### config.mk
export PLATFORM = sky130hd
export DESIGN_NAME = knowles_sub_pipe
export DESIGN_NICKNAME = d
export VERILOG_FILES = /design/src/rtl/knowles_sub_pipe.sv
export SDC_FILE = /design/constraint.sdc
export NUM_CORES = 1
export LEC_CHECK = 0
export ABC_AREA = 1
export BUFFER_PORTS_ARGS = -buffer_cell sky130_fd_sc_hd__buf_2
export CAP_MARGIN = 30
export CORE_MARGIN = 2
export CORE_UTILIZATION = 40
export DETAILED_ROUTE_END_ITERATION = 12
export GPL_ROUTABILITY_DRIVEN = 0
export SLEW_MARGIN = 20
export SYNTH_ARGS = -nofsm -noshare
export SYNTH_HDL_FRONTEND = slang
export SYNTH_SLANG_ARGS = --single-unit
### constraint.sdc
create_clock -name clk -period 3.9 [get_ports clk]
set_input_delay 0.78 -clock clk [delete_from_list [all_inputs] [get_ports clk]]
set_output_delay 0.78 -clock clk [all_outputs]
set_load 0.01 [all_outputs]
### src/rtl/knowles_sub_pipe.sv
// knowles_sub_pipe: pipelined 16-bit Kogge-Stone prefix subtractor, diff = a - b.
// Computed as a + ~b + 1; the carry-in of 1 is folded into generate bit 0 in S1.
// Optional macro KNOWLES_SUB_MIDREG_EN inserts register stage S2 between the
// span-2 and span-4 prefix levels (latency 2, capacity 3); without it the whole
// prefix tree sits between S1 and S3 (latency 1, capacity 2).
// Handshake: a stage loads when it is empty or the next stage can load; a
// transfer happens on a rising edge where valid && ready; ready is combinational
// back to in_ready and there are no skid buffers.
module knowles_sub_pipe (
    input  logic        clk,
    input  logic        rst_n,
    input  logic [15:0] a,
    input  logic [15:0] b,
    input  logic        in_valid,
    output logic        in_ready,
    output logic [15:0] diff,
    output logic        borrow,
    output logic        ovf,
    output logic        out_valid,
    input  logic        out_ready
);

    // S1 registers: propagate, generate (with carry-in folded into bit 0), sign bits
    logic        s1_v_q,   s1_v_d;
    logic [15:0] s1_p_q,   s1_p_d;
    logic [15:0] s1_g_q,   s1_g_d;
    logic        s1_a15_q, s1_a15_d;
    logic        s1_b15_q, s1_b15_d;

    // S3 registers: the visible outputs
    logic        s3_v_q,      s3_v_d;
    logic [15:0] s3_diff_q,   s3_diff_d;
    logic        s3_borrow_q, s3_borrow_d;
    logic        s3_ovf_q,    s3_ovf_d;

    // Prefix levels; P is only kept on bits where a later black cell consumes it
    logic [15:0] g_l1, g_l2, g_l3, g_l4;
    logic [15:2] p_l1;
    logic [15:4] p_l2;
    logic [15:8] p_l3;

    // Inputs to the back half of the tree (after S2 when present)
    logic [15:0] g_m;
    logic [15:4] p_m;
    logic [15:0] pp_m;
    logic        a15_m, b15_m, v_m;

    logic        load1, load3;
    logic [16:0] carry;
    logic [15:0] diff_n;

    assign load3 = !s3_v_q || out_ready;

    // Front half: spans 1 and 2 (grey cells pass P through on the bit-0 column)
    for (genvar i = 0; i < 16; i++) begin : g_front
        if (i >= 1) begin : g_l1_blk
            assign g_l1[i] = s1_g_q[i] | (s1_p_q[i] & s1_g_q[i-1]);
        end else begin : g_l1_pass
            assign g_l1[i] = s1_g_q[i];
        end
        if (i >= 2) begin : p_l1_blk
            assign p_l1[i] = s1_p_q[i] & s1_p_q[i-1];
            assign g_l2[i] = g_l1[i] | (p_l1[i] & g_l1[i-2]);
        end else begin : g_l2_pass
            assign g_l2[i] = g_l1[i];
        end
        if (i >= 4) begin : p_l2_blk
            assign p_l2[i] = p_l1[i] & p_l1[i-2];
        end
    end

`ifdef KNOWLES_SUB_MIDREG_EN
    logic        s2_v_q,   s2_v_d;
    logic [15:0] s2_g_q,   s2_g_d;
    logic [15:4] s2_p_q,   s2_p_d;
    logic [15:0] s2_pp_q,  s2_pp_d;
    logic        s2_a15_q, s2_a15_d;
    logic        s2_b15_q, s2_b15_d;
    logic        load2;

    assign load2 = !s2_v_q || load3;
    assign load1 = !s1_v_q || load2;

    // S2 next state: capture span-2 G/P plus the raw propagate for post-compute
    always_comb begin
        s2_v_d   = s2_v_q;
        s2_g_d   = s2_g_q;
        s2_p_d   = s2_p_q;
        s2_pp_d  = s2_pp_q;
        s2_a15_d = s2_a15_q;
        s2_b15_d = s2_b15_q;
        if (load2) begin
            s2_v_d = s1_v_q;
            if (s1_v_q) begin
                s2_g_d   = g_l2;
                s2_p_d   = p_l2;
                s2_pp_d  = s1_p_q;
                s2_a15_d = s1_a15_q;
                s2_b15_d = s1_b15_q;
            end
        end
    end

    assign g_m   = s2_g_q;
    assign p_m   = s2_p_q;
    assign pp_m  = s2_pp_q;
    assign a15_m = s2_a15_q;
    assign b15_m = s2_b15_q;
    assign v_m   = s2_v_q;
`else
    assign load1 = !s1_v_q || load3;
    assign g_m   = g_l2;
    assign p_m   = p_l2;
    assign pp_m  = s1_p_q;
    assign a15_m = s1_a15_q;
    assign b15_m = s1_b15_q;
    assign v_m   = s1_v_q;
`endif

    assign in_ready = rst_n && load1;

    // Back half: spans 4 and 8
    for (genvar i = 0; i < 16; i++) begin : g_back
        if (i >= 4) begin : g_l3_blk
            assign g_l3[i] = g_m[i] | (p_m[i] & g_m[i-4]);
        end else begin : g_l3_pass
            assign g_l3[i] = g_m[i];
        end
        if (i >= 8) begin : g_l4_blk
            assign p_l3[i] = p_m[i] & p_m[i-4];
            assign g_l4[i] = g_l3[i] | (p_l3[i] & g_l3[i-8]);
        end else begin : g_l4_pass
            assign g_l4[i] = g_l3[i];
        end
    end

    // c[0] = 1 (carry-in), c[i+1] = group generate over bits [i:0]
    assign carry  = {g_l4, 1'b1};
    assign diff_n = pp_m ^ carry[15:0];

    // S1 next state: pre-compute with bb = ~b; g[0] absorbs the carry-in
    always_comb begin
        s1_v_d   = s1_v_q;
        s1_p_d   = s1_p_q;
        s1_g_d   = s1_g_q;
        s1_a15_d = s1_a15_q;
        s1_b15_d = s1_b15_q;
        if (load1) begin
            s1_v_d = in_valid;
            if (in_valid) begin
                s1_p_d    = a ^ ~b;
                s1_g_d    = a & ~b;
                s1_g_d[0] = a[0] | ~b[0];
                s1_a15_d  = a[15];
                s1_b15_d  = b[15];
            end
        end
    end

    // S3 next state: post-compute diff, borrow and signed overflow
    always_comb begin
        s3_v_d      = s3_v_q;
        s3_diff_d   = s3_diff_q;
        s3_borrow_d = s3_borrow_q;
        s3_ovf_d    = s3_ovf_q;
        if (load3) begin
            s3_v_d = v_m;
            if (v_m) begin
                s3_diff_d   = diff_n;
                s3_borrow_d = ~carry[16];
                s3_ovf_d    = (a15_m ^ b15_m) & (a15_m ^ diff_n[15]);
            end
        end
    end

    // All pipeline state; synchronous active-low reset clears everything
    always_ff @(posedge clk) begin
        if (!rst_n) begin
            s1_v_q      <= 1'b0;
            s1_p_q      <= '0;
            s1_g_q      <= '0;
            s1_a15_q    <= 1'b0;
            s1_b15_q    <= 1'b0;
`ifdef KNOWLES_SUB_MIDREG_EN
            s2_v_q      <= 1'b0;
            s2_g_q      <= '0;
            s2_p_q      <= '0;
            s2_pp_q     <= '0;
            s2_a15_q    <= 1'b0;
            s2_b15_q    <= 1'b0;
`endif
            s3_v_q      <= 1'b0;
            s3_diff_q   <= '0;
            s3_borrow_q <= 1'b0;
            s3_ovf_q    <= 1'b0;
        end else begin
            s1_v_q      <= s1_v_d;
            s1_p_q      <= s1_p_d;
            s1_g_q      <= s1_g_d;
            s1_a15_q    <= s1_a15_d;
            s1_b15_q    <= s1_b15_d;
`ifdef KNOWLES_SUB_MIDREG_EN
            s2_v_q      <= s2_v_d;
            s2_g_q      <= s2_g_d;
            s2_p_q      <= s2_p_d;
            s2_pp_q     <= s2_pp_d;
            s2_a15_q    <= s2_a15_d;
            s2_b15_q    <= s2_b15_d;
`endif
            s3_v_q      <= s3_v_d;
            s3_diff_q   <= s3_diff_d;
            s3_borrow_q <= s3_borrow_d;
            s3_ovf_q    <= s3_ovf_d;
        end
    end

    assign out_valid = s3_v_q;
    assign diff      = s3_diff_q;
    assign borrow    = s3_borrow_q;
    assign ovf       = s3_ovf_q;

endmodule

==> impl_metrics.tcl, run 1 <==
set metrics [dict create \
    status "finished clean" \
    first_pass_iters 4 \
    fillers 744 \
    cts_tree "built" \
    root_buffer "clkbuf_8" \
    drcViolationCount 0 \
    crit_slowest_cell "buf_2" \
    worstMarginPinSlew_ps 703 \
    top_level_ports 56 \
    grt_pass1_vias 2250 \
    crit_path_end_kind "primary output" \
    path_cells "buf_2 -> nand2_1 -> inv_1 -> buf_2" \
    min_to "ovf" \
    place_area_sq_um 3090 \
    slew_violations 0 \
    grt_start_max_net_pins 51 \
    wl_per_cell_um 10.8 \
    antenna_cells 0 \
    synth_top_area_share_pct 39.0 \
    fin_worst_skew_ps 8.12 \
    yosysSeqAreaShare_pct 39.0 \
    vias_per_cell 4.59 \
    worst_ep_required_time_ps 3120 \
    finalPower_mw 1.21 \
    synth.area.top_cells "dfxtp_1, nor2_1, o21ai_0" \
    critical_path_class "input port to primary output" \
    synth_nets 457 \
    cts_buffers 5 \
    grt-ovfl-total 0 \
    rr_startpoint "out_valid" \
    ir_worst_vdd_uv 126 \
    hold_depth 2 \
    postRouteAntennaNets 0 \
    area_growth_pct 15.3 \
    min_from "ovf" \
    rr_endpoint "borrow" \
    antenna_found_initial 0 \
    hold_class "flip-flop to flip-flop" \
    start_kind "input port" \
    wirelength_um 5740 \
    synth_area_leader_cell "dfxtp_1" \
    period_share_pct 59.8 \
    coreArea_sq_um 6760 \
    holdWs_ps 472 \
    r2r.worst_path.cells 5 \
    relSlewSlack_pct 53.1 \
    start_util_pct 41.1 \
    synth_cell_types 24 \
    clock.fmax_mhz 429 \
    path_max_fanout 41 \
    num_vias 2440 \
    post-route-min-period_ps 2330 \
    grtUsageTotal_pct 16.6 \
    postCtsSetupBuffers 0 \
    rows 30 \
    die_x_um 87.3 \
    worstSkewPairLatency_ps 320 \
    drive_gt1_share_pct 14.8 \
    grt_pass1_wl_um 10100 \
    reg2reg_slack_ps 2140 \
    syn_area_sq_um 2770 \
    htreeDepth 2 \
    post-route-util_pct 47.4 \
    clock_path_buffers 2 \
    p_leak_nw 1.71 \
    setup_viol 0 \
    crit_arrival_ps 1550 \
    hold_violations 0 \
    final.setup.tns_ps 0 \
    final_area_sq_um 3200 \
    cts_sinks 54 \
    clk_pin_slew_ps 90 \
    rsz0062_at_grt "no" \
    die_area_sq_um 7620 \
    synth_seq_cells 54 \
    die_height_um 87.3 \
    dp_hpwl_um 4330 \
    cts_resized 0 \
    first_iter_violations 88 \
    critPathMaxStageDelay_ps 460 \
    critPathMostFrequentCell "buf_2" \
    max_cap_viol_count 0 \
    holdBufCountCts 0 \
    syn_area_per_cell_sq_um 6.87 \
    ys.warnings.count 0 \
    final_nets 504 \
    synthCells 404 \
    port_buffers 55 \
    powerDensity_nw_per_um2 380 \
]
## per-layer routing
layer  routed length, um  track usage, %  vias up
met2                2190            24.0       43
met1                3250            24.2     1012
met5                   0               0        -
met4                  76            5.31        0
met3                 226            3.89        7
li1                    -               -     1378
## flip-flops by register name, summed over array words and instances, names as in the netlist
register	flops
borrow	1
pp_m	16
b15_m	1
s1_v_q	1
out_valid	1
a15_m	1
diff	16
s1_g_q	16
ovf	1
## where the power goes
part           leakage (nW)  internal, mW  total, mW  switching, mW
logic                  1.21        0.0820      0.204          0.121
clock network        0.0504         0.191      0.385          0.193
registers             0.447         0.593      0.627         0.0337
total                  1.71         0.866       1.21          0.349
## area by class of cell
cell class              instances  area [sq um]  share of cell area [%]
repair buffers                 56           283                    8.84
well taps                      80           100                    3.13
clock buffers                   5          68.8                    2.15
multi-input cells             274          1400                    43.6
clock inverters                 3          45.0                    1.41
flip-flops and latches         54          1080                    33.8
inverters                      60           225                    7.04
## how the worst max path moves through the flow
stage	start	to	slack (ps)	cells after the start
6_report	rst_n	in_ready	1570	4
5_1_grt	rst_n	in_ready	1420	4
4_1_cts	rst_n	in_ready	1550	4
3_5_place_dp	out_ready	borrow	1550	7
3_3_place_gp	rst_n	in_ready	1580	4
2_1_floorplan	rst_n	in_ready	1980	3
## logic make-up after synthesis
logic type / Yosys count / share of synthesized area [%]
and+or+nand+nor: 157 / 22.7
AOI/OAI and AO/OA: 92 / 17.4
buffers and inverters: 76 / 10.7
xor gates and xnor gates: 8 / 2.53
DFF: 54 / 39.0
adders and majority gates: 17 / 7.67
## per-stage QoR
stage               cells  setup WS, ps
global placement      524          1580
global route          532          1420
detailed placement    524          1550
finish                532          1570
CTS                   532          1550
floorplan             404          1980
## cell usage in the layout (no fill, tap or decap)
cell / instances
a21oi_2: 1
a31oi_1: 2
and2_1: 1
clkinvlp_4: 2
and3_1: 1
nand4_1: 4
or2_0: 1
xor2_1: 8
a21oi_1: 34
nand2_2: 1
buf_4: 1
clkbuf_8: 5
o21ai_0: 49
nor2_1: 72
o21a_1: 1
dfxtp_1: 54
o21ai_2: 1
o211ai_1: 1
ha_1: 17
nand3_1: 16
nor3_1: 1
nand2_1: 60
bufinv_16: 1
inv_1: 60
o21bai_1: 3
buf_2: 55
## Yosys cell counts
master,count
nor2_1,72
inv_1,60
nand2_1,60
dfxtp_1,54
o21ai_0,49
a21oi_1,34
ha_1,17
nand3_1,16
clkbuf_1,11
xor2_1,8
nand4_1,4
buf_2,3
o21bai_1,3
a31oi_1,2
buf_4,2
a21oi_2,1
and2_1,1
and3_1,1
nand2_2,1
nor3_1,1
o211ai_1,1
o21a_1,1
o21ai_2,1
or2_0,1
## worst max-delay path, delay by kind of cell
kind | cells | cell delay [ps]
buf+inv | 3 | 640
simple gates | 1 | 110
No activity file was read; power rests on OpenSTA's default activity.
==> run 2: changes to the inputs <==
ABC_AREA = 0   (was 1)
clock period = 2.45 ns   (was 3.9 ns; I/O delays follow)
==> run 2 against run 1 <==
Net effect: via count fell by 0.98%; hold slack got worse by 28 ps; area after synthesis rose by 6.7%; highest routed layer unchanged.
==> impl_metrics.tcl, run 2 <==
set metrics [dict create \
    powerDensity_nw_per_um2 511 \
    drive_gt1_share_pct 19.8 \
    synthXorXnorAreaFrac_pct 2.37 \
    antenna_cells 0 \
    clock_path_buffers 2 \
    grt_pass1_wl_um 10700 \
    status "finished clean" \
    wl_per_cell_um 12.0 \
    synth_cell_types 51 \
    cts_buffers 5 \
    synth_area_leader_cell "dfxtp_1" \
    grt_start_max_net_pins 36 \
    start_util_pct 41.0 \
    cts_sinks 54 \
    final_cell_mix "nand2_1, buf_2, dfxtp_1" \
    postRouteAntennaNets 0 \
    slew_violations 0 \
    rows 31 \
    synth_nets 409 \
    ys.warnings.count 0 \
    ir_worst_vdd_uv 222 \
    setup_viol 0 \
    crit_slowest_cell "a221oi_1" \
    syn_area_sq_um 2960 \
    fin_worst_skew_ps 6.73 \
    die_area_sq_um 8110 \
    port_buffers 55 \
    area_growth_pct 12.5 \
    start_kind "flip-flop" \
    synthAdderAreaFrac_pct 7.19 \
    clk_pin_slew_ps 90 \
    synth_top_family_by_area "compound AO/OA/AOI/OAI gates" \
    root_buffer "clkbuf_8" \
    final.setup.tns_ps 0 \
    path_cells "ha_1 -> o21a_1 -> o21ai_1 -> nor2b_4 -> o211ai_2 -> a221oi_1 -> or4b_1 -> nand3_1" \
    holdWs_ps 444 \
    synth_top_area_share_pct 36.5 \
    multi_input_area_sq_um 1650 \
    hold_violations 0 \
    synth_edf_count 0 \
    regArea_sq_um 1080 \
    post-route-min-period_ps 2000 \
    worstMarginPinSlew_ps 750 \
    critPathMaxStageDelay_ps 460 \
    synthCells 356 \
    worstSkewPairLatency_ps 300 \
    hold_class "input port to flip-flop" \
    first_iter_violations 82 \
    vias_per_cell 4.85 \
    critical_path_class "flip-flop to flip-flop" \
    synthSimpleGateAreaFrac_pct 22.8 \
    first_pass_iters 4 \
    cts_tree "built" \
    crit_arrival_ps 2200 \
    wirelength_um 5980 \
    path_max_fanout 4 \
    post-synth-top-count-cell "nand2_1" \
    final_nets 452 \
    period_share_pct 81.6 \
    crit_path_end_kind "flip-flop" \
    relSlewSlack_pct 49.9 \
    synth_flop_cell "dfxtp_1" \
    synth_compound_area_share_pct 23.1 \
    grt_pass1_vias 2279 \
    top_level_ports 56 \
    synth_common_cells "nand2_1, dfxtp_1, a21boi_0" \
    postCtsSetupBuffers 0 \
    die_x_um 90.0 \
    htreeDepth 2 \
    synth_seq_cells 54 \
    yosysSeqAreaShare_pct 36.5 \
    synth.area.top_cells "dfxtp_1, nand2_1, a21boi_0" \
    die_height_um 90.0 \
    coreArea_sq_um 7210 \
    syn_area_per_cell_sq_um 8.32 \
    fillers 772 \
    worst_ep_required_time_ps 2650 \
    antenna_found_initial 0 \
    grtUsageTotal_pct 15.7 \
    max_cap_viol_count 0 \
    synthMuxAreaShare_pct 0.380 \
    grt-ovfl-total 0 \
    num_vias 2416 \
    drcViolationCount 0 \
    p_leak_nw 1.53 \
    clock.fmax_mhz 500 \
    cts_resized 0 \
    holdBufCountCts 0 \
    rsz0062_at_grt "no" \
    dp_hpwl_um 4480 \
    layout_commonest_cell "nand2_1" \
    synth-async-reset-ratio_pct 0 \
]
run 2: worst paths after layout:
check	from	endpoint	slack (ps)	cells after the start
worst max register to register	pp_m[1]	diff[12]	450	8
worst min-delay path	b[15]	b15_m	440	3
worst max-delay path	pp_m[1]	diff[12]	450	8
worst min register to register	diff[2]	diff[2]	460	2
run 2: logic make-up after synthesis:
kind of cell    count (synthesis)
compound gates                 93
simple gates                  138
flops                          54
xor+xnor                        8
buf+inv                        45
mux                             1
fa+ha+maj                      17
run 2: layer usage:
layer  GRT usage, %  vias up  routed length (um)
met5              0        -                   0
met4           4.62        0                  69
met3           3.44        5                 246
met2           24.7       50                2530
met1           21.5     1079                3140
li1               -     1282                   -
run 2: layout make-up:
type / count / share of cell area [%]
Sequential cell: 54 / 32.5
Timing Repair Buffer: 61 / 9.62
Tap cell: 99 / 3.72
Inverter: 20 / 2.25
Clock buffer: 7 / 2.29
Multi-Input combinational cell: 257 / 49.7
run 2: critical path, delay by kind of cell, from the launching register on:
kind / cells / cell delay [ps]
simple gates: 3 / 440
compound gates: 4 / 880
fa+ha+maj: 1 / 220
flops: 1 / 350
run 2: through the flow:
stage | setup slack (ps) | utilization (%) | total power [mW] | std cells | instance area, sq um
final | 452 | 46.2 | 1.70 | 498 | 3330
after global routing | 329 | 46.2 | 1.80 | 498 | 3330
after CTS | 472 | 46.2 | 1.73 | 498 | 3330
after detailed placement | 482 | 45.1 | 1.26 | 491 | 3250
after global placement | 524 | 45.1 | 1.26 | 491 | 3250
after floorplan | 671 | - | 1.18 | 356 | 2960
run 2: where the power goes:
part / switching (mW) / leakage [nW] / internal (mW) / total [mW]
registers: 0.0551 / 0.442 / 0.925 / 0.980
clock network: 0.265 / 0.0383 / 0.197 / 0.462
logic: 0.139 / 1.05 / 0.119 / 0.258
total: 0.459 / 1.53 / 1.24 / 1.70
